File: src/rtl/uart_mmio_responder_pkg.sv
// uart_mmio_responder_pkg: register offsets, status bit positions and offset decode for the UART MMIO window
package uart_mmio_responder_pkg;

    localparam logic [31:0] OFF_STATUS    = 32'h0;
    localparam logic [31:0] OFF_RX_STATUS = 32'h4;
    localparam logic [31:0] OFF_TX_DATA   = 32'h8;
    localparam logic [31:0] OFF_RX_DATA   = 32'hC;

    localparam int ST_TX_EMPTY    = 0;
    localparam int ST_TX_OVERRUN  = 1;
    localparam int RXST_NONEMPTY  = 0;
    localparam int RXST_COUNT_LSB = 4;
    localparam int RXST_COUNT_W   = 4;

    typedef enum logic [2:0] {
        REG_STATUS,
        REG_RX_STATUS,
        REG_TX_DATA,
        REG_RX_DATA,
        REG_NONE
    } reg_sel_e;

    // Byte-lane bits [1:0] never select a register.
    function automatic reg_sel_e decode_offset(input logic [31:0] addr);
        logic [31:0] w;
        w = addr & ~32'h3;
        return (w == OFF_STATUS)    ? REG_STATUS    :
               (w == OFF_RX_STATUS) ? REG_RX_STATUS :
               (w == OFF_TX_DATA)   ? REG_TX_DATA   :
               (w == OFF_RX_DATA)   ? REG_RX_DATA   : REG_NONE;
    endfunction

endpackage

File: src/rtl/uart_rx_fifo.sv
// uart_rx_fifo: byte FIFO buffering received UART data
//   clk, rst_n    : clock, async active-low reset (clears pointers and count)
//   push, din     : write din when push=1 (caller guarantees not full)
//   pop, dout     : dout is the current head; pop=1 removes it (caller guarantees not empty)
//   full, empty   : occupancy flags
//   count         : number of stored entries, 0..DEPTH
module uart_rx_fifo #(
    parameter int DEPTH = 4
) (
    input  logic                       clk,
    input  logic                       rst_n,
    input  logic                       push,
    input  logic [7:0]                 din,
    input  logic                       pop,
    output logic [7:0]                 dout,
    output logic                       full,
    output logic                       empty,
    output logic [$clog2(DEPTH):0]     count
);
    localparam int PW = $clog2(DEPTH);
    localparam int CW = PW + 1;

    logic [7:0]    mem_q [DEPTH];
    logic [PW-1:0] wr_ptr_q, wr_ptr_d, rd_ptr_q, rd_ptr_d;
    logic [CW-1:0] count_q, count_d;

    // Power-of-two depth lets the pointers wrap by natural overflow.
    always_comb begin
        wr_ptr_d = wr_ptr_q + PW'(push);
        rd_ptr_d = rd_ptr_q + PW'(pop);
        count_d  = count_q + CW'(push) - CW'(pop);
    end

    always_ff @(posedge clk or negedge rst_n) begin
        if (!rst_n) begin
            wr_ptr_q <= '0;
            rd_ptr_q <= '0;
            count_q  <= '0;
        end else begin
            wr_ptr_q <= wr_ptr_d;
            rd_ptr_q <= rd_ptr_d;
            count_q  <= count_d;
        end
    end

    // Storage needs no reset: nothing is visible while the FIFO is empty.
    always_ff @(posedge clk) begin
        if (push) mem_q[wr_ptr_q] <= din;
    end

    assign dout  = mem_q[rd_ptr_q];
    assign full  = count_q == CW'(DEPTH);
    assign empty = count_q == '0;
    assign count = count_q;

endmodule

File: src/rtl/uart_mmio_responder.sv
// uart_mmio_responder: CPU memory-mapped register window in front of a UART TX/RX byte stream
//   clk, rst_n                  : clock, async active-low reset
//   ReadEn, WriteEn, Address    : CPU access strobes and byte offset within the window
//   WriteData, ReadData         : CPU store data (bits [7:0] used), registered load data
//   TxData, TxValid, TxReady    : holding register toward the transmitter (valid/ready)
//   RxData, RxValid, RxReady    : bytes from the receiver into the RX FIFO (valid/ready)
module uart_mmio_responder
    import uart_mmio_responder_pkg::*;
#(
    parameter int RX_DEPTH = 4,
    parameter int ADDR_W   = 4
) (
    input  logic              clk,
    input  logic              rst_n,
    input  logic              ReadEn,
    input  logic              WriteEn,
    input  logic [ADDR_W-1:0] Address,
    input  logic [31:0]       WriteData,
    output logic [31:0]       ReadData,
    output logic [7:0]        TxData,
    output logic              TxValid,
    input  logic              TxReady,
    input  logic [7:0]        RxData,
    input  logic              RxValid,
    output logic              RxReady
);
    localparam int CW = $clog2(RX_DEPTH) + 1;

    reg_sel_e      sel;
    logic [31:0]   rdata_q, rdata_d, rd_val;
    logic [7:0]    tx_data_q, tx_data_d;
    logic          tx_valid_q, tx_valid_d;
    logic          overrun_q, overrun_d;
    logic          wr_tx, tx_accept, rd_status;
    logic          rx_push, rx_pop, rx_full, rx_empty;
    logic [7:0]    rx_head;
    logic [CW-1:0] rx_count;
    logic          unused_wdata;

    assign unused_wdata = ^WriteData[31:8];

    uart_rx_fifo #(.DEPTH(RX_DEPTH)) u_rx_fifo (
        .clk   (clk),
        .rst_n (rst_n),
        .push  (rx_push),
        .din   (RxData),
        .pop   (rx_pop),
        .dout  (rx_head),
        .full  (rx_full),
        .empty (rx_empty),
        .count (rx_count)
    );

    assign RxReady = !rx_full;
    assign rx_push = RxValid && RxReady;

    always_comb begin
        sel       = decode_offset(32'(Address));
        wr_tx     = WriteEn && sel == REG_TX_DATA;
        // A write while the byte is still held (including its completion cycle) is an overrun.
        tx_accept = wr_tx && !tx_valid_q;
        rd_status = ReadEn && sel == REG_STATUS;
        rx_pop    = ReadEn && sel == REG_RX_DATA && !rx_empty;
        rd_val    = '0;
        if (sel == REG_STATUS) begin
            rd_val[ST_TX_EMPTY]   = !tx_valid_q;
            rd_val[ST_TX_OVERRUN] = overrun_q;
        end
        if (sel == REG_RX_STATUS) begin
            rd_val[RXST_NONEMPTY]                      = !rx_empty;
            rd_val[RXST_COUNT_LSB +: RXST_COUNT_W]     = RXST_COUNT_W'(rx_count);
        end
        if (rx_pop) rd_val[7:0] = rx_head;
        rdata_d    = ReadEn ? rd_val : rdata_q;
        // A fresh overrun wins over the clear-on-read of the status register.
        overrun_d  = (wr_tx && tx_valid_q) || (overrun_q && !rd_status);
        tx_valid_d = tx_accept || (tx_valid_q && !TxReady);
        tx_data_d  = tx_accept ? WriteData[7:0] : tx_data_q;
    end

    always_ff @(posedge clk or negedge rst_n) begin
        if (!rst_n) begin
            rdata_q    <= '0;
            tx_data_q  <= '0;
            tx_valid_q <= 1'b0;
            overrun_q  <= 1'b0;
        end else begin
            rdata_q    <= rdata_d;
            tx_data_q  <= tx_data_d;
            tx_valid_q <= tx_valid_d;
            overrun_q  <= overrun_d;
        end
    end

    assign ReadData = rdata_q;
    assign TxData   = tx_data_q;
    assign TxValid  = tx_valid_q;

endmodule

File: config.mk
export PLATFORM = sky130hd
export DESIGN_NAME = uart_mmio_responder
export DESIGN_NICKNAME = d
export VERILOG_FILES = /design/src/rtl/uart_mmio_responder_pkg.sv /design/src/rtl/uart_rx_fifo.sv /design/src/rtl/uart_mmio_responder.sv
export SDC_FILE = /design/constraint.sdc
export NUM_CORES = 1
export LEC_CHECK = 0
export CAP_MARGIN = 20
export CORE_UTILIZATION = 40
export DETAILED_ROUTE_END_ITERATION = 12
export PLACE_DENSITY = 0.81
export SLEW_MARGIN = 20
export SYNTH_ARGS = -nofsm -noshare
export SYNTH_HDL_FRONTEND = slang
export SYNTH_SLANG_ARGS = --single-unit
File: constraint.sdc
create_clock -name clk -period 2.15 [get_ports clk]
set_clock_uncertainty 0.05 [all_clocks]
set_input_delay 0.5375 -clock clk [delete_from_list [all_inputs] [get_ports clk]]
set_output_delay 0.5375 -clock clk [all_outputs]
set_load 0.03 [all_outputs]
## Yosys cells after proc, flatten, opt, wreduce, memory -nomap -nowiden

Memory sizes are Yosys's and may differ from the RTL's.
Cells that the tools add are included.
Widths: inputs -> output; s select.

- Add/sub/neg operators: 4
- Eq/ne operators: 7
- Muxes and demuxes: 10
- Reductions and logical operators: 19

Operators with widths:

| cell | number |
|---|---|
| $logic_not 32->1 | 1 |
| $mux 3 | 5 |
| $logic_and 1x1->1 | 9 |
| $mux 8 | 1 |
| $eq 3x2->1 const B | 2 |
| $logic_not 3->1 | 2 |
| $logic_not 1->1 | 5 |
| $add 2x1->2 | 2 |
| $eq 2x2->1 const B | 2 |
| $add 3x1->3 | 1 |
| $eq 3x1->1 const B | 1 |
| $eq 3x3->1 const B | 1 |
| $mux 1 | 3 |
| $sub 3x1->3 | 1 |
| $eq 2x1->1 const B | 1 |
| $logic_or 1x1->1 | 2 |
| $mux 2 | 1 |

- Register bits: 25
- Bits in writable memories: 32
- Bits of input ports: 50
- Memories: 1

Memories:

| name | words | width | rd ports | clocked after Yosys merged registers in | wr ports | RTL line | source |
|---|---|---|---|---|---|---|---|
| u_rx_fifo.mem_q | 4 | 8 | 1 | 0 | 1 | uart_rx_fifo.sv:23 | `logic [7:0] mem_q [DEPTH];` |

## Logic depth before layout (Yosys ltp)

Gate-level depths: netlist of the first run.

- Word-level depth: 10
- Gate-level depth with buffers: 7

## Modules after synthesis

A second synthesis of the first run with hierarchy kept.

- Cell total of the unflattened synthesis: 151
- Area total of the unflattened synthesis: 2,471.1 um^2

By module, submodules not included:

| module | instances | cells an instance | area an instance (um^2) | sequential area each (um^2) |
|---|---|---|---|---|
| uart_rx_fifo | 1 | 67 | 1,501.4 | 1,136.1 |
| uart_mmio_responder | 1 | 84 | 969.7 | 450.4 |

## Worst setup path before layout of the first run

OpenSTA, ideal clock, no wires.

- Path type: register -> register
- From: reg u_rx_fifo.count_q[1], in the netlist u_rx_fifo.count[1]
- To: reg u_rx_fifo.count_q[2], in the netlist u_rx_fifo.count[2]
- Library setup time: 123 ps
- Arrival: 2,031 ps
- Required time: 1,977 ps
- Path slack: -54 ps
- Stages on the path, launching flop included: 8
- Path buffers: 0
- Clock period less this slack: 2,204 ps
- Path through: dfrtp_1 > or3b_2 > nand2_1 > inv_1 > ha_1 > fa_1 > xnor2_1 > xnor2_1

- Longest elaborated chain between the ends: 5
- Elaborated cells between the ends (all ways): 8

RTL lines:

| item | RTL line | source |
|---|---|---|
| from (decl) | uart_rx_fifo.sv:25 | `logic [CW-1:0] count_q, count_d;` |
| from (signal assigned) | uart_rx_fifo.sv:42 | `count_q <= count_d;` |
| $eq 3x3->1 | uart_rx_fifo.sv:52 | `assign full = count_q == CW'(DEPTH);` |
| $logic_not 1->1 | uart_mmio_responder.sv:54 | `assign RxReady = !rx_full;` |
| net RxReady | uart_mmio_responder.sv:25 | `output logic RxReady` |
| $logic_and 1x1->1 | uart_mmio_responder.sv:55 | `assign rx_push = RxValid && RxReady;` |
| $add 3x1->3 | uart_rx_fifo.sv:31 | `count_d = count_q + CW'(push) - CW'(pop);` |
| $sub 3x1->3 | uart_rx_fifo.sv:31 |  |
| net u_rx_fifo.count_d[2] | uart_rx_fifo.sv:25 |  |

The timed path passes the listed nets, and every way through them passes these cells.
A chain may end at the register's enable or synchronous reset.

## Worst setup path in the final report of the first run

- From: in ReadEn
- To: reg u_rx_fifo.count_q[2], in the netlist u_rx_fifo.count[2]

- Longest elaborated chain between the ends: 3

RTL lines:

| item | RTL line | source |
|---|---|---|
| from (decl) | uart_mmio_responder.sv:15 | `input logic ReadEn,` |
| $logic_and 1x1->1 (2 in series) | uart_mmio_responder.sv:63 | `rx_pop = ReadEn && sel == REG_RX_DATA && !rx_empty;` |
| $sub 3x1->3 | uart_rx_fifo.sv:31 |  |
| net u_rx_fifo.count_d[2] | uart_rx_fifo.sv:25 |  |

The timed path passes the listed nets, and every way through them passes these cells.

==> results of run 1 <==
[logic make-up after synthesis]
family,count (synthesis)
adder cells (fa/ha/maj),3
flip-flops,57
AO/OA/AOI/OAI,13
buffers and inverters,33
AND/OR/NAND/NOR,25
other,1
XOR/XNOR,5
multiplexers,16
[metal layers]
layer	wire (microns)	part of all wire	GRT usage
met1	1576	0.40	0.1466
met2	1927	0.49	0.2322
met3	342	0.087	0.06591
met4	65	0.017	0.04464
met5	0	0	0
[path summary, 6_finish.rpt]
kind | startpoint | to | slack [ns] | cells after the start
max reg2reg | u_rx_fifo.count[1]$_DFF_PN0_ | u_rx_fifo.count[2]$_DFF_PN0_ | 0.12 | 7
min reg2reg | TxData[6]$_DFFE_PN0P_ | TxData[6]$_DFFE_PN0P_ | 0.45 | 1
min in group asynchronous | rst_n | u_rx_fifo.wr_ptr_q[0]$_DFF_PN0_ | 0.53 | 2
min | TxData[6]$_DFFE_PN0P_ | TxData[6]$_DFFE_PN0P_ | 0.45 | 1
max in group asynchronous | rst_n | u_rx_fifo.count[2]$_DFF_PN0_ | 1.26 | 2
max | ReadEn | u_rx_fifo.count[2]$_DFF_PN0_ | 0.09 | 6
[cell usage after synthesis, types with 2 or more instances]
| master | instances | area share |
|---|---|---|
| sky130_fd_sc_hd__inv_1 | 5 | 0.0076 |
| sky130_fd_sc_hd__ha_1 | 2 | 0.010 |
| sky130_fd_sc_hd__or3_1 | 2 | 0.0051 |
| sky130_fd_sc_hd__nor3_1 | 3 | 0.0061 |
| sky130_fd_sc_hd__nor2_1 | 2 | 0.0030 |
| sky130_fd_sc_hd__xnor2_1 | 4 | 0.014 |
| sky130_fd_sc_hd__and3_1 | 5 | 0.013 |
| sky130_fd_sc_hd__a221o_1 | 4 | 0.016 |
| sky130_fd_sc_hd__a31oi_1 | 2 | 0.0051 |
| sky130_fd_sc_hd__edfxtp_1 | 32 | 0.39 |
| sky130_fd_sc_hd__clkbuf_1 | 2 | 0.0030 |
| sky130_fd_sc_hd__nand3_1 | 3 | 0.0061 |
| sky130_fd_sc_hd__nand2_1 | 4 | 0.0061 |
| sky130_fd_sc_hd__mux4_1 | 8 | 0.085 |
| sky130_fd_sc_hd__o21ai_0 | 2 | 0.0041 |
| sky130_fd_sc_hd__buf_4 | 24 | 0.073 |
| sky130_fd_sc_hd__nor3b_1 | 2 | 0.0061 |
| sky130_fd_sc_hd__dfrtp_1 | 25 | 0.25 |
| sky130_fd_sc_hd__mux2_2 | 8 | 0.037 |
| sky130_fd_sc_hd__a22o_1 | 3 | 0.011 |
[layout by cell type, fill, tap and decap left out, drive strengths merged, types with 8 or more instances in the layout]
cell type	n
buf	14
mux2	8
clkdlybuf4s50	39
clkbuf	11
edfxtp	32
conb	24
mux4	8
dfrtp	25
[layout make-up]
cell class / instances / area share
inverters: 6 / 0.007126
multi-input cells: 86 / 0.2356
clock buffers: 10 / 0.04038
clock inverters: 6 / 0.01861
repair buffers: 55 / 0.1663
well taps: 75 / 0.02969
flip-flops and latches: 57 / 0.5024
[through the flow]
stage	instance area [sq um]	util
after detailed placement	2975	0.5025
final	3161	0.5338
after CTS	3161	0.5338
after global placement	2975	0.5025
after global routing	3161	0.5338
after floorplan	2552	-
[power by group]
part           internal [mW]  switching, mW  leakage, nW
clock network          0.526          0.394       0.0913
registers               1.44          0.184        0.597
logic                  0.543          0.528        0.616
total                   2.51           1.11         1.30
[state kept, by name, summed over array words and instances, names as in the netlist]
register and count:
u_rx_fifo.mem_q 32, ReadData 8, TxData 8, u_rx_fifo.count 3
u_rx_fifo.rd_ptr_q 2, u_rx_fifo.wr_ptr_q 2, TxValid 1, overrun_q 1
[repair_timing]
action,in CTS,in global routing
hold buffers,0,0
setup endpoints to repair,1,2
resized for setup,1,4
endpoints found under the hold margin,0,0
==> key figures, run 1 <==
Outcome
  • Result of the run: finished clean

Clock network
  • H-tree Lvls: 3
  • Inserted Clock Buffers: 9
  • Buffers inserted during post-CTS setup optimization: 0
  • Master cell of the clock root buffer: sky130_fd_sc_hd__clkbuf_8
  • Clock tree from TritonCTS: built
  • Clock tree buffer depth: 2
  • Clk sinks: 57
  • Clk pin slew, worst setup/hold paths: around 0.060 ns
  • Worst-Skew Late Latency: 0.32 ns

Layout
  • Number of inserted diodes: 0
  • Number of nets at the end of the flow: 268
  • Share of layout cells above drive strength 1: 0.1773
  • Multi-input gate area in the final layout: approximately 740 sq um
  • Final-layout fill cell count: just under 500
  • Relative area change from synthesis to final layout: 28.29%
  • Final Instance Count excl. Fillers: 295
  • Footprint of the flip-flops and latches: 0.001588 sq mm

Worst setup path
  • CP bufs+invs: 1
  • Most frequent cell on the critical path: sky130_fd_sc_hd__xnor2_1
  • Crit path arrival time: ~2.3 ns
  • Required time reported for the critical path endpoint: 2.34 ns
  • Critical path class: input pin to flop
  • Type of element launching the critical path: input pin
  • Category of cells accounting for the largest share of critical-path delay: buffers and inverters
  • Critical path, cell by cell: clkdlybuf4s50_1 > nand3_1 > or3_1 > fa_1 > xnor2_1 > xnor2_1
  • Slowest cell on the critical path: sky130_fd_sc_hd__clkdlybuf4s50_1
  • Type of destination of the critical path: flop
  • CP max FO: 3
  • Peak per-stage delay on the critical path: 0.50 ns

Synthesis
  • XOR/XNOR Fraction of Synth Area: 0.01778
  • Largest family of logic cells by synthesized area: multiplexers
  • Average cell area after synthesis: 16.10 sq um
  • Most used flip-flop cell after synthesis: sky130_fd_sc_hd__edfxtp_1
  • Post-synthesis simple-gate area fraction: 0.06450
  • Complex-gate fraction of the synthesized area: 0.04215
  • Adder-cell share of the synthesized area: 0.01828
  • Fraction of synthesized area in multiplexers: 0.1219
  • Synthesized netlist cell count: 153
  • Flip-flop and latch count after synthesis: 57
  • Post-synthesis sequential area ratio: 0.6440
  • FFs w/ async S/R, synth: 0.4386
  • Number of distinct library cells after synthesis: 31
  • Post-Syn Area: 0.002464 sq mm
  • Count of flip-flops with a built-in enable after synthesis: 32
  • YS warnings: 0

Timing
  • Min setup slack post-route: 0.08870 ns
  • Total setup violations reported at the end of the flow: 0
  • Shortest period the worst path allows: 2.061 ns
  • Number of endpoints with negative hold slack in the final report: 0
  • Max Freq: 485.1 MHz
  • Accumulated negative setup slack: 0 ns
  • Final Cycle Share: 0.9587
  • Hold Worst Slack: 0.4544 ns
  • RSZ-0062 raised after global routing: false
  • Final Max Slew Viols: 0

Routing
  • Aggregate routed wire length: between 3000 and 4000 microns
  • Via count: about 1400
  • Average routed wire per standard cell: between 10 and 15 microns
  • Iteration count of the initial detailed-routing pass: 4
  • Detailed-route vias per instance: 4.766
  • DRC marker count from the first detailed-route iteration: 45
  • DRT antenna net count: 0
  • Drt drc: 0

Pwr
  • PwrDens: 1144 mW/mm^2
  • Maximum resistive drop on vdd: around 640 uV
  • Pwr Total: 3.616 mW
  • Leakage Power: 1.304 nW

Floorplan
  • Starting utilization of the core area: 0.4161
  • Total die area: around 0.0065 sq mm
  • Core area: 0.005921 sq mm
  • Vertical extent of the die: approximately 80 microns
  • Die width: 80.48 microns
  • Number of top-level design ports: 92
  • Placement row count: 28

Placement
  • Post-Place Cells: 279
  • Detailed placement HPWL: around 2800 microns
  • IO buf count: 41
  • GP Congestion: between 0.7 and 0.8
  • Pre-CTS worst setup slack: -0.2527 ns

Global route
  • Largest net degree at the start of global routing: 26
  • Aggregate global-route resource usage: 0.1360
  • Vias in the first global route: 1321
  • Grt total ovfl: 0
  • First-pass GRT wire length: 6189 microns
  • Antenna violations before repair: 0

Min path
  • Type of the worst min-delay path: flop to flop

Flow run
  • Max_cap viols: 0
Power figures use the tool's default switching activity.
==> run 2: changes to the inputs <==
CORE_UTILIZATION = 50   (was 40)
DONT_BUFFER_PORTS = 1   (was not set)
PLACE_DENSITY = 0.73   (was 0.81)
==> key figures, run 2 (synthesis results as in run 1) <==
Outcome
  • Result of the run: finished clean (unchanged)

Floorplan
  • Placement row count: 25 (was 28)
  • Starting utilization of the core area: 0.5216 (was 0.4161)
  • Total die area: 0.005212 sq mm (was 0.006477 sq mm)
  • Core area: 0.004723 sq mm (was 0.005921 sq mm)
  • Vertical extent of the die: 72.20 microns (was 80.48 microns)
  • Die width: 72.20 microns (was 80.48 microns)
  • Number of top-level design ports: 92 (unchanged)

Placement
  • Detailed placement HPWL: 2633 microns (was 2805 microns)
  • GP Congestion: 0.8706 (was 0.7850)
  • IO buf count: 0 (was 41)
  • Post-Place Cells: 221 (was 279)

Routing
  • Drt drc: 0 (unchanged)
  • Average routed wire per standard cell: 15.50 microns (was 13.26 microns)
  • Via count: 1225 (was 1406)
  • DRT antenna net count: 0 (unchanged)
  • Detailed-route vias per instance: 5.191 (was 4.766)
  • Aggregate routed wire length: 3658 microns (was 3912 microns)
  • DRC marker count from the first detailed-route iteration: 88 (was 45)
  • Iteration count of the initial detailed-routing pass: 4 (unchanged)

Layout
  • Number of inserted diodes: 0 (unchanged)
  • Highest-count cells in the layout ignoring fill and taps: sky130_fd_sc_hd__edfxtp_1, sky130_fd_sc_hd__dfrtp_1, sky130_fd_sc_hd__conb_1 (was sky130_fd_sc_hd__clkdlybuf4s50_1, sky130_fd_sc_hd__edfxtp_1, sky130_fd_sc_hd__dfrtp_1, sky130_fd_sc_hd__conb_1, sky130_fd_sc_hd__buf_4)
  • Register name with the most flops: u_rx_fifo.mem_q (unchanged)
  • Number of flip-flops under the largest register name: 32 (unchanged)
  • Number of nets at the end of the flow: 219 (was 268)
  • Relative area change from synthesis to final layout: 8.228% (was 28.29%)
  • Final Instance Count excl. Fillers: 236 (was 295)
  • Most common library cell in the layout ignoring fill and taps: sky130_fd_sc_hd__edfxtp_1 (was sky130_fd_sc_hd__clkdlybuf4s50_1)
  • Share of layout cells above drive strength 1: 0.1834 (was 0.1773)
  • Fraction of the core area covered by cells at the end of the flow: 0.5645 (was 0.5338)

Worst setup path
  • Crit path arrival time: 2.27 ns (was 2.25 ns)
  • Type of element launching the critical path: flop (was input pin)
  • Slowest cell on the critical path: sky130_fd_sc_hd__dfrtp_1 (was sky130_fd_sc_hd__clkdlybuf4s50_1)
  • Required time reported for the critical path endpoint: 2.36 ns (was 2.34 ns)
  • Critical path class: flop to flop (was input pin to flop)
  • Cells on worst reg2reg path: 7 (unchanged)
  • Critical path, cell by cell: or3b_4 > nand2_2 > inv_1 > ha_1 > fa_1 > xnor2_1 > xnor2_1 (was clkdlybuf4s50_1 > nand3_1 > or3_1 > fa_1 > xnor2_1 > xnor2_1)
  • Minimum setup slack among reg-to-reg paths: 0.1 ns (was 0.12 ns)
  • CP max FO: 6 (was 3)
  • Beginning of the worst register-to-register path: u_rx_fifo.count[0]$_DFF_PN0_ (was u_rx_fifo.count[1]$_DFF_PN0_)
  • Type of destination of the critical path: flop (unchanged)
  • Start point of the critical path: u_rx_fifo.count[0]$_DFF_PN0_ (was ReadEn)
  • Reg2reg end: u_rx_fifo.count[2]$_DFF_PN0_ (unchanged)
  • Most frequent cell on the critical path: sky130_fd_sc_hd__xnor2_1 (unchanged)
  • Peak per-stage delay on the critical path: 0.42 ns (was 0.50 ns)

Clock network
  • Clock tree buffer depth: 2 (unchanged)
  • H-tree Lvls: 3 (unchanged)
  • Clk sinks: 57 (unchanged)
  • Inserted Clock Buffers: 9 (unchanged)
  • Clock tree from TritonCTS: built (unchanged)
  • Master cell of the clock root buffer: sky130_fd_sc_hd__clkbuf_8 (unchanged)
  • Clk pin slew, worst setup/hold paths: 0.06 ns (about the same)
  • Worst-Skew Late Latency: 0.34 ns (was 0.32 ns)

Min path
  • Type of the worst min-delay path: input pin to asynchronous set/reset pin (was flop to flop)

Pwr
  • Maximum resistive drop on vdd: 731.8 uV (was 635.4 uV)
  • Leakage Power: 1.085 nW (was 1.304 nW)
  • PwrDens: 1276 mW/mm^2 (was 1144 mW/mm^2)
  • Pwr Total: 3.401 mW (was 3.616 mW)

Timing
  • Final Cycle Share: 0.9553 (was 0.9587)
  • Accumulated negative setup slack: 0 ns (unchanged)
  • Max Freq: 486.9 MHz (was 485.1 MHz)
  • Shortest period the worst path allows: 2.054 ns (was 2.061 ns)
  • RSZ-0062 raised after global routing: false (unchanged)
  • Transition at the pin with the smallest max-transition slack: 0.6814 ns
  • Number of endpoints with negative hold slack in the final report: 0 (unchanged)
  • Total setup violations reported at the end of the flow: 0 (unchanged)
  • Hold Worst Slack: 0.1339 ns (was 0.4544 ns)
  • Max-slew headroom: 0.5437
  • Final Max Slew Viols: 0 (unchanged)

Global route
  • Grt total ovfl: 0 (unchanged)
  • Antenna violations before repair: 0 (unchanged)
  • Largest net degree at the start of global routing: 26 (unchanged)
  • Aggregate global-route resource usage: 0.1599 (was 0.1360)
  • First-pass GRT wire length: 5664 microns (was 6189 microns)
  • Vias in the first global route: 1230 (was 1321)

Flow run
  • Max_cap viols: 0 (unchanged)
[run 2: changes by cell type in the layout (fill, tap and decap cells not counted), sizes merged]
cell	before	now
clkdlybuf4s50	39	0
buf	14	6
clkinv	5	3
clkbuf	11	10
dlymetal6s2s	1	0
[run 2: metal layers]
layer,GRT usage,share of wire
met1,0.1601,0.37
met2,0.2606,0.50
met3,0.08472,0.11
met4,0.1002,0.020
met5,0,0
[run 2: area by class of cell]
class / instances / area [sq um]
Clock buffer: 10 / 127.6
Inverter: 6 / 22.52
Fill cell: 366 / 2057
Sequential cell: 57 / 1587
Timing Repair Buffer: 6 / 42.54
Tap cell: 67 / 83.83
Clock inverter: 4 / 46.29
Multi-Input combinational cell: 86 / 757.0
[run 2: stage by stage]
step / worst slack, ns / instance area [sq um]
floorplan: 0.09509 / 2552
global placement: -0.04226 / 2475
detailed placement: 0.03770 / 2485
CTS: 0.02270 / 2669
global route: 0.01862 / 2666
finish: 0.09604 / 2666
[run 2: critical path: cells and delay by family, from the launching register on]
family	cells	cell delay [ns]
buffers and inverters	1	0.08
flip-flops	1	0.42
XOR/XNOR	2	0.31
AND/OR/NAND/NOR	2	0.53
adder cells (fa/ha/maj)	2	0.59
[run 2: worst max path at each step]
stage                                      endpoint  slack, ns  cells after the start
CTS                    u_rx_fifo.count[2]$_DFF_PN0_       0.02                      7
detailed placement     u_rx_fifo.count[2]$_DFF_PN0_       0.04                      7
finish                 u_rx_fifo.count[2]$_DFF_PN0_        0.1                      7
global route           u_rx_fifo.count[2]$_DFF_PN0_       0.02                      7
global placement    u_rx_fifo.mem_q[2][7]$_DFFE_PP_      -0.04                      3
floorplan              u_rx_fifo.count[2]$_DFF_PN0_        0.1                      7
[run 2: where the power goes]
| group | switching (mW) | internal (mW) | leakage (nW) |
|---|---|---|---|
| logic | 0.355 | 0.378 | 0.401 |
| clock network | 0.376 | 0.515 | 0.0856 |
| registers | 0.339 | 1.44 | 0.598 |
[run 2: what timing repair did]
| action | in CTS | in global routing |
|---|---|---|
| setup buffers | 0 | 0 |
| hold buffers | 1 | 0 |
| setup endpoints to repair | 0 | 1 |
| resized for setup | 0 | 1 |
| endpoints found under the hold margin | 25 | 0 |
